--- src/rtl/seq_det_param.sv ---
// seq_det_param: parametrised serial sequence detector.
// Watches a valid-qualified 1-bit stream for a PAT_LEN-bit PATTERN (MSB first),
// emits a registered one-cycle match pulse, keeps a saturating match counter
// with a sticky saturation flag, and reports how many history bits are valid.
// OVERLAP selects whether history survives a match.
// Optional feature: define SEQ_DET_MASK_EN to add a live per-bit compare mask
// (pat_mask, 1 = compare, 0 = don't care).
//
// State view (derived from fill, no separate state register):
//   state   | meaning
//   FILLING | fill < PAT_LEN-1, a match cannot be declared on the next valid bit
//   ARMED   | fill >= PAT_LEN-1, the next valid bit completes a full window
// ARMED returns to FILLING on clr, reset, or a match when OVERLAP=0.

module seq_det_param #(
  parameter int                 PAT_LEN = 4,
  parameter logic [PAT_LEN-1:0] PATTERN = 4'b1011,
  parameter bit                 OVERLAP = 1'b1,
  parameter int                 CNT_W   = 8,
  localparam int                FILL_W  = $clog2(PAT_LEN+1)
) (
  input  logic              clk,
  input  logic              rst,
  input  logic              clr,
  input  logic              in_valid,
  input  logic              inp,
`ifdef SEQ_DET_MASK_EN
  input  logic [PAT_LEN-1:0] pat_mask,
`endif
  output logic              outp,
  output logic [CNT_W-1:0]  match_cnt,
  output logic              cnt_sat,
  output logic [FILL_W-1:0] fill
);

  localparam logic [FILL_W-1:0] ARM_LVL  = FILL_W'(PAT_LEN - 1);
  localparam logic [FILL_W-1:0] FULL_LVL = FILL_W'(PAT_LEN);

  // Only the newest PAT_LEN-1 bits are ever needed: the oldest bit of a
  // PAT_LEN-wide history would fall out of the window on the next shift.
  logic [PAT_LEN-2:0] r_hist;
  logic [FILL_W-1:0]  r_fill;
  logic [CNT_W-1:0]   r_cnt;
  logic               r_cnt_sat;
  logic               r_outp;

  logic [PAT_LEN-1:0] w_window;
  logic [PAT_LEN-1:0] w_cmp_mask;
  logic               w_hit;
  logic               w_armed;
  logic               w_match;
  logic [FILL_W-1:0]  w_fill_inc;
  logic [CNT_W-1:0]   w_cnt_nxt;
  logic               w_cnt_max;

  assign w_window = {r_hist, inp};

`ifdef SEQ_DET_MASK_EN
  assign w_cmp_mask = pat_mask;
`else
  assign w_cmp_mask = '1;
`endif

  assign w_hit      = ((w_window ^ PATTERN) & w_cmp_mask) == '0;
  assign w_armed    = (r_fill >= ARM_LVL);
  assign w_match    = in_valid & w_armed & w_hit;
  assign w_fill_inc = (r_fill == FULL_LVL) ? r_fill : r_fill + 1'b1;
  assign w_cnt_nxt  = r_cnt + 1'b1;
  assign w_cnt_max  = &r_cnt;

  // History, fill level, match pulse and statistics; clr outranks in_valid.
  always_ff @(posedge clk or negedge rst) begin
    if (!rst) begin
      r_hist    <= '0;
      r_fill    <= '0;
      r_cnt     <= '0;
      r_cnt_sat <= 1'b0;
      r_outp    <= 1'b0;
    end else if (clr) begin
      r_hist    <= '0;
      r_fill    <= '0;
      r_cnt     <= '0;
      r_cnt_sat <= 1'b0;
      r_outp    <= 1'b0;
    end else begin
      r_outp <= w_match;
      if (in_valid) begin
        if (w_match && (OVERLAP == 1'b0)) begin
          r_hist <= '0;
          r_fill <= '0;
        end else begin
          r_hist <= w_window[PAT_LEN-2:0];
          r_fill <= w_fill_inc;
        end
      end
      if (w_match && !w_cnt_max) begin
        r_cnt <= w_cnt_nxt;
        if (&w_cnt_nxt) begin
          r_cnt_sat <= 1'b1;
        end
      end
    end
  end

  assign outp      = r_outp;
  assign match_cnt = r_cnt;
  assign cnt_sat   = r_cnt_sat;
  assign fill      = r_fill;

endmodule

--- config.mk ---
export PLATFORM = sky130hd
export DESIGN_NAME = seq_det_param
export DESIGN_NICKNAME = d
export VERILOG_FILES = /design/src/rtl/seq_det_param.sv
export SDC_FILE = /design/constraint.sdc
export NUM_CORES = 1
export LEC_CHECK = 0
export CORE_UTILIZATION = 54
export CTS_CLUSTER_DIAMETER = 30
export DETAILED_ROUTE_END_ITERATION = 16
export MAX_ROUTING_LAYER = met4
export PLACE_DENSITY_LB_ADDON = 0.08
export SETUP_SLACK_MARGIN = 0.05
export SYNTH_ARGS = -nofsm -noshare
export SYNTH_HDL_FRONTEND = slang
export SYNTH_SLANG_ARGS = --single-unit
--- constraint.sdc ---
create_clock -name clk -period 3.7 [get_ports clk]
set_input_delay 0.74 -clock clk [delete_from_list [all_inputs] [get_ports clk]]
set_output_delay 0.74 -clock clk [all_outputs]
set_load 0.02 [all_outputs]
==> flow_summary.toml, run 1 <==
[timing]
grt_setup_unrepaired = "false"
skew_ns = 0.00284
tightest_slew_ns = 0.700
clock.fmax_mhz = 394
whs_ns = 0.545
finalMaxSlewViolations = 0
fin_tns_setup_ns = 0
period_share_pct = 68.7
hold_viol = 0
setup_viol = 0
relSlewSlack_pct = 53.2
timing.final.crit_period_ns = 2.54

[place]
post-dp-hpwl_um = 1450
place_congestion = 0.809
io_buffers = 17
dp_cells = 131

[clock_network]
clock-sinks = 16
cts-root-buf = "clkbuf_4"
clk_latency_ns = 0.29
postCtsSetupBuffers = 0
cts_max_level = 1
cts_tree = "done"
clk_pin_slew_ns = 0.10
post_cts_resized = 0
ctsHoldBuffers = 0
numCtsBuffers = 3
clk_path_buf_depth = 2

[yosys]
syn_nets = 114
netlist_instances = 104
yosysSeqAreaShare_pct = 41.8
synth_area_leaders = "dfrtp_1 42%, ha_1 6.5%, a21oi_1 5.2%, mux2i_1 4.2%, or4_1 3.9%"
ys_warn_count = 0
synth_seq_cells = 16
yosys.cell_types.count = 32
synth_top_area_share_pct = 41.8
synth_area_leader_cell = "dfrtp_1"
synth_area_per_cell_um2 = 9.22
syn_area_um2 = 958

[die]
coreArea_mm2 = 0.00158
die_area_mm2 = 0.00195
rows = 14
start_util_pct = 60.8
ios = 18
die_x_um = 44.1
die_h_um = 44.1

[setup_path]
crit_chain = "clkdlybuf4s50_1 -> nand3_2 -> or3_4 -> or4_1 -> o32ai_1"
path_buf_inv = 1
crit_family = "simple AND/OR/NAND/NOR gates"
required_ns = 3.90
cp-end-kind = "register"
reg2reg_depth = 6
worstPathMaxFanout = 15
slowest_delay_ns = 0.66
slowest_stage = "clkdlybuf4s50_1"
worst_r2r_endpoint = "cnt_sat"
rrSetupSlack_ns = 1.60
cp_data_arrival_time_ns = 2.74
crit_type = "in2reg"
start_kind = "input port"
timing.rr.start = "fill[0]"
cp-startpoint = "in_valid"

[power]
leakagePower_nw = 0.472
power-per-cell-area_mw_per_mm2 = 293
peakVddDrop_v = 0.000200

[hold_path]
min-delay-path-class = "reg2reg"
hold_end = "r_hist[2]"
worstHoldStart = "r_hist[2]"
hold_path_depth = 2

[route]
drc = 0
wire_per_inst_um = 15.3
routed_wl_um = 2070
first_iter_violations = 21
vias = 845
via_per_inst = 6.26
final_antenna_net_count = 0
firstDrtPassIters = 7

[global_route]
grtUsageTotal_pct = 25.0
antenna_found_initial = 0
grt_max_degree = 18
grt_overflow_total = 0
grt_pass1_wl_um = 3530
grt_pass1_vias = 749

[cells_and_area]
final_nets = 130
utilization_pct = 73.3
finalNonFillerCells = 135
num-fill-cells = 129
drive_above_1_share_pct = 5.04
area_growth_pct = 20.5
diodes = 0

[outcome]
status = "complete, no violations"

[flow_run]
drv_cap = 0
-- cell usage after synthesis, drive strengths merged --
| library cell | n |
|---|---|
| a21boi | 1 |
| buf | 1 |
| a21o | 2 |
| nand3 | 5 |
| o32ai | 1 |
| or3 | 3 |
| ha | 5 |
| nand2b | 2 |
| xor2 | 1 |
| nand4 | 1 |
| clkbuf | 5 |
| nor4 | 2 |
| or4 | 5 |
| a211oi | 1 |
| nor2 | 8 |
| nand2 | 4 |
| nor2b | 5 |
| a311oi | 1 |
| and3 | 1 |
| nand4b | 1 |
| inv | 7 |
| mux2i | 4 |
| xnor2 | 1 |
| a21oi | 10 |
| a41oi | 1 |
| o21ai | 3 |
| nor3 | 2 |
| dfrtp | 16 |
| a31oi | 1 |
| o31ai | 4 |
-- kinds of logic after synthesis --
logic type	count (synthesis)	synth area share (%)
AO/OA/AOI/OAI	25	16.5
XOR/XNOR	2	1.83
adder cells (fa/ha/maj)	5	6.53
buffers and inverters	13	5.88
flip-flops	16	41.8
multiplexers	4	4.18
AND/OR/NAND/NOR	39	23.4
-- worst max-delay path by stage --
stage	end	slack [ns]	cells past startpoint
floorplan	cnt_sat	1.61	5
global placement	cnt_sat	0.94	5
detailed placement	cnt_sat	0.87	5
CTS	cnt_sat	1.18	5
global route	cnt_sat	1.12	5
finish	cnt_sat	1.16	5
-- cell type report --
cell class,instances,area (um2),share of cell area [%]
clock buffer,4,36.3,3.14
inverter,7,26.3,2.28
multi-input combinational,75,502,43.4
sequential,16,400,34.7
tap,16,20.0,1.73
timing repair buffer,17,170,14.7
-- sequential cells by signal (all words and copies together), names as in the netlist --
name,cells
r_hist,3
match_cnt,8
cnt_sat,1
fill,3
outp,1
-- cell usage in the layout, fill, tap and decap left out, types with 2 or more instances in the layout --
cell type / synthesis / routed
nor2_1: 8 / 8
nor2b_1: 5 / 5
nor4_1: 2 / 2
ha_1: 5 / 5
nor3_1: 2 / 2
or4_1: 5 / 5
or3_1: 2 / 2
inv_1: 7 / 7
nand2_1: 4 / 4
mux2i_1: 4 / 4
a21oi_1: 10 / 10
clkdlybuf4s50_1: 0 / 17
dfrtp_1: 16 / 16
o21ai_0: 3 / 3
nand2b_1: 2 / 2
nand3_1: 4 / 4
clkbuf_4: 0 / 3
o31ai_1: 4 / 4
a21o_1: 2 / 2
-- where the power goes --
part	internal, W	switching, W	total, W
logic	0.0000158	0.0000199	0.0000357
registers	0.000179	0.00000424	0.000183
clock network	0.0000599	0.0000597	0.000120
total	0.000254	0.0000838	0.000338
-- metal layers --
layer	vias to the layer above	share of wire (%)	track usage, %
met5	-	0	-
met4	0	1.4	5.45
met3	4	4.7	3.67
met2	29	46	37.6
met1	403	48	36.2
li1	409	-	-
-- worst register-to-register path, cell delays in order (launching register included) --
cell and delay, ns:
dfrtp_1 0.44, ha_1 0.18, ha_1 0.14, a211oi_1 0.06, or3_4 0.43, or4_1 0.53, o32ai_1 0.23
-- per-stage QoR --
stage | power (W) | area, um2 | worst slack [ns]
4_1_cts | 0.000339 | 1150 | 1.18
5_1_grt | 0.000351 | 1150 | 1.12
3_3_place_gp | 0.000221 | 1120 | 0.941
3_5_place_dp | 0.000222 | 1120 | 0.875
2_1_floorplan | 0.000206 | 958 | 1.61
6_report | 0.000338 | 1150 | 1.16
Note: power is estimated with default switching activity, not from simulation.
==> inputs of run 2 (changes only) <==
Settings changed: CORE_UTILIZATION 54 to 50.
Clock period 3.7 ns to 2.4 ns, I/O delays scaled along.
==> flow_summary.toml, run 2 (same netlist as run 1, synthesis figures left out) <==
[outcome]
status = "complete, no violations"

[setup_path]
required_ns = 2.60
cp_data_arrival_time_ns = 2.25
rrSetupSlack_ns = 0.34
start_kind = "register"
crit_chain = "ha_1 -> ha_1 -> a211oi_1 -> or3_4 -> or4_1 -> o32ai_1"
slowest_stage = "or4_1"
slowest_delay_ns = 0.51
crit_type = "reg2reg"
critPathMostFrequentCell = "ha_1"
cp-end-kind = "register"
worstPathMaxFanout = 9

[timing]
fin_tns_setup_ns = 0
period_share_pct = 85.8
grt_setup_unrepaired = "false"
clock.fmax_mhz = 486
skew_ns = 0.00263
worst_slack_ns = 0.341
timing.final.crit_period_ns = 2.06
hold_viol = 0
relSlewSlack_pct = 50.1
whs_ns = 0.527
tightest_slew_ns = 0.747
finalMaxSlewViolations = 0
setup_viol = 0

[cells_and_area]
layout_common_cells = "17 x clkdlybuf4s50_1, 16 x dfrtp_1, 10 x a21oi_1, 8 x nor2_1, 7 x inv_1"
regArea_um2 = 400
diodes = 0
largest_reg_flops = 8
area_growth_pct = 25.6
multi_input_area_um2 = 502
drive_above_1_share_pct = 8.87
layout_commonest_cell = "clkdlybuf4s50_1"
stdcell_area_mm2 = 0.00120
final_nets = 135
num-fill-cells = 154

[clock_network]
cts_max_level = 1
postCtsSetupBuffers = 0
cts_tree = "done"
ctsHoldBuffers = 0
clk_latency_ns = 0.29
clk_pin_slew_ns = 0.09
clock-sinks = 16
cts-root-buf = "clkbuf_4"
post_cts_resized = 0
clk_path_buf_depth = 2
numCtsBuffers = 3

[power]
internal-power_w = 0.000394
peakVddDrop_v = 0.000332
netSwitchingFraction_pct = 24.2
power.switching_w = 0.000126
power-per-cell-area_mw_per_mm2 = 432
combPwrFrac_pct = 11.0
clockPowerShare_pct = 34.6
leakagePower_nw = 0.497
pwr-share-seq_pct = 54.3

[global_route]
antenna_found_initial = 0
met2_usage_pct = 33.1
met1_usage_pct = 32.2
grt_overflow_total = 0
grt_max_degree = 17
grt_pass1_wl_um = 3340
grt.busiest_layer = "met2"
grtUsageTotal_pct = 23.2
gr-usage-met3_pct = 2.38
grt_pass1_vias = 733

[hold_path]
min-delay-path-class = "reg2reg"

[place]
placed_area_mm2 = 0.00117
io_buffers = 17
place_congestion = 0.853
post-dp-hpwl_um = 1420
dpl_worst_slack_ns = 0.0889

[route]
wire_per_inst_um = 13.8
drc = 0
first_iter_violations = 29
via_per_inst = 5.60
vias = 835
routed_wl_um = 2050
firstDrtPassIters = 4
final_antenna_net_count = 0

[die]
ios = 18
coreArea_mm2 = 0.00176
rows = 15
die_x_um = 45.8
die_area_mm2 = 0.00210
die_h_um = 45.8
start_util_pct = 54.3

[flow_run]
drv_cap = 0
-- run 2: worst max-delay path, delay by kind of cell (launching register included) --
kind / cells / cell delay, ns
compound gates: 2 / 0.28
fa+ha+maj: 2 / 0.32
flops: 1 / 0.46
simple gates: 2 / 0.90
-- run 2: path summary, 6_finish.rpt --
| kind | from | endpoint | cells past startpoint |
|---|---|---|---|
| max in group asynchronous | rst | match_cnt[7] | 1 |
| min in group asynchronous | rst | match_cnt[5] | 1 |
| hold reg to reg | r_hist[2] | r_hist[2] | 2 |
| setup reg to reg | fill[0] | cnt_sat | 6 |
| setup / recovery | fill[0] | cnt_sat | 6 |
| hold / removal | r_hist[2] | r_hist[2] | 2 |
-- run 2: layer usage --
layer | routed length (um) | vias to the layer above
met5 | 0 | -
met4 | 38 | 0
met3 | 97 | 6
met2 | 929 | 27
met1 | 986 | 387
li1 | - | 415
-- run 2: power by group through the flow --
stage / Sequential, W / Clock (W) / Combinational, W
final: 0.000282 / 0.000180 / 0.0000573
after global routing: 0.000283 / 0.000191 / 0.0000635
after CTS: 0.000282 / 0.000185 / 0.0000578
after detailed placement: 0.000288 / 0 / 0.0000574
after global placement: 0.000287 / 0 / 0.0000556
after floorplan: 0.000292 / 0 / 0.0000261
-- run 2: area by class of cell --
cell class / count / area share (%)
Multi-Input combinational cell: 75 / 41.7
Sequential cell: 16 / 33.3
Timing Repair Buffer: 22 / 17.3
Clock buffer: 4 / 3.01
Tap cell: 25 / 2.60
Inverter: 7 / 2.18
-- run 2: through the flow --
| stage | util, % | power [W] | instances |
|---|---|---|---|
| after global placement | 66.2 | 0.000343 | 145 |
| final | 68.2 | 0.000520 | 149 |
| after global routing | 68.2 | 0.000538 | 149 |
| after CTS | 68.2 | 0.000525 | 149 |
| after detailed placement | 66.2 | 0.000345 | 145 |
| after floorplan | - | 0.000318 | 104 |
==> inputs of run 3 (changes only) <==
Settings changed: CAP_MARGIN from default to 30.
==> results of run 3 <==
Final layout, timing and power as in run 2 (identical DEF).
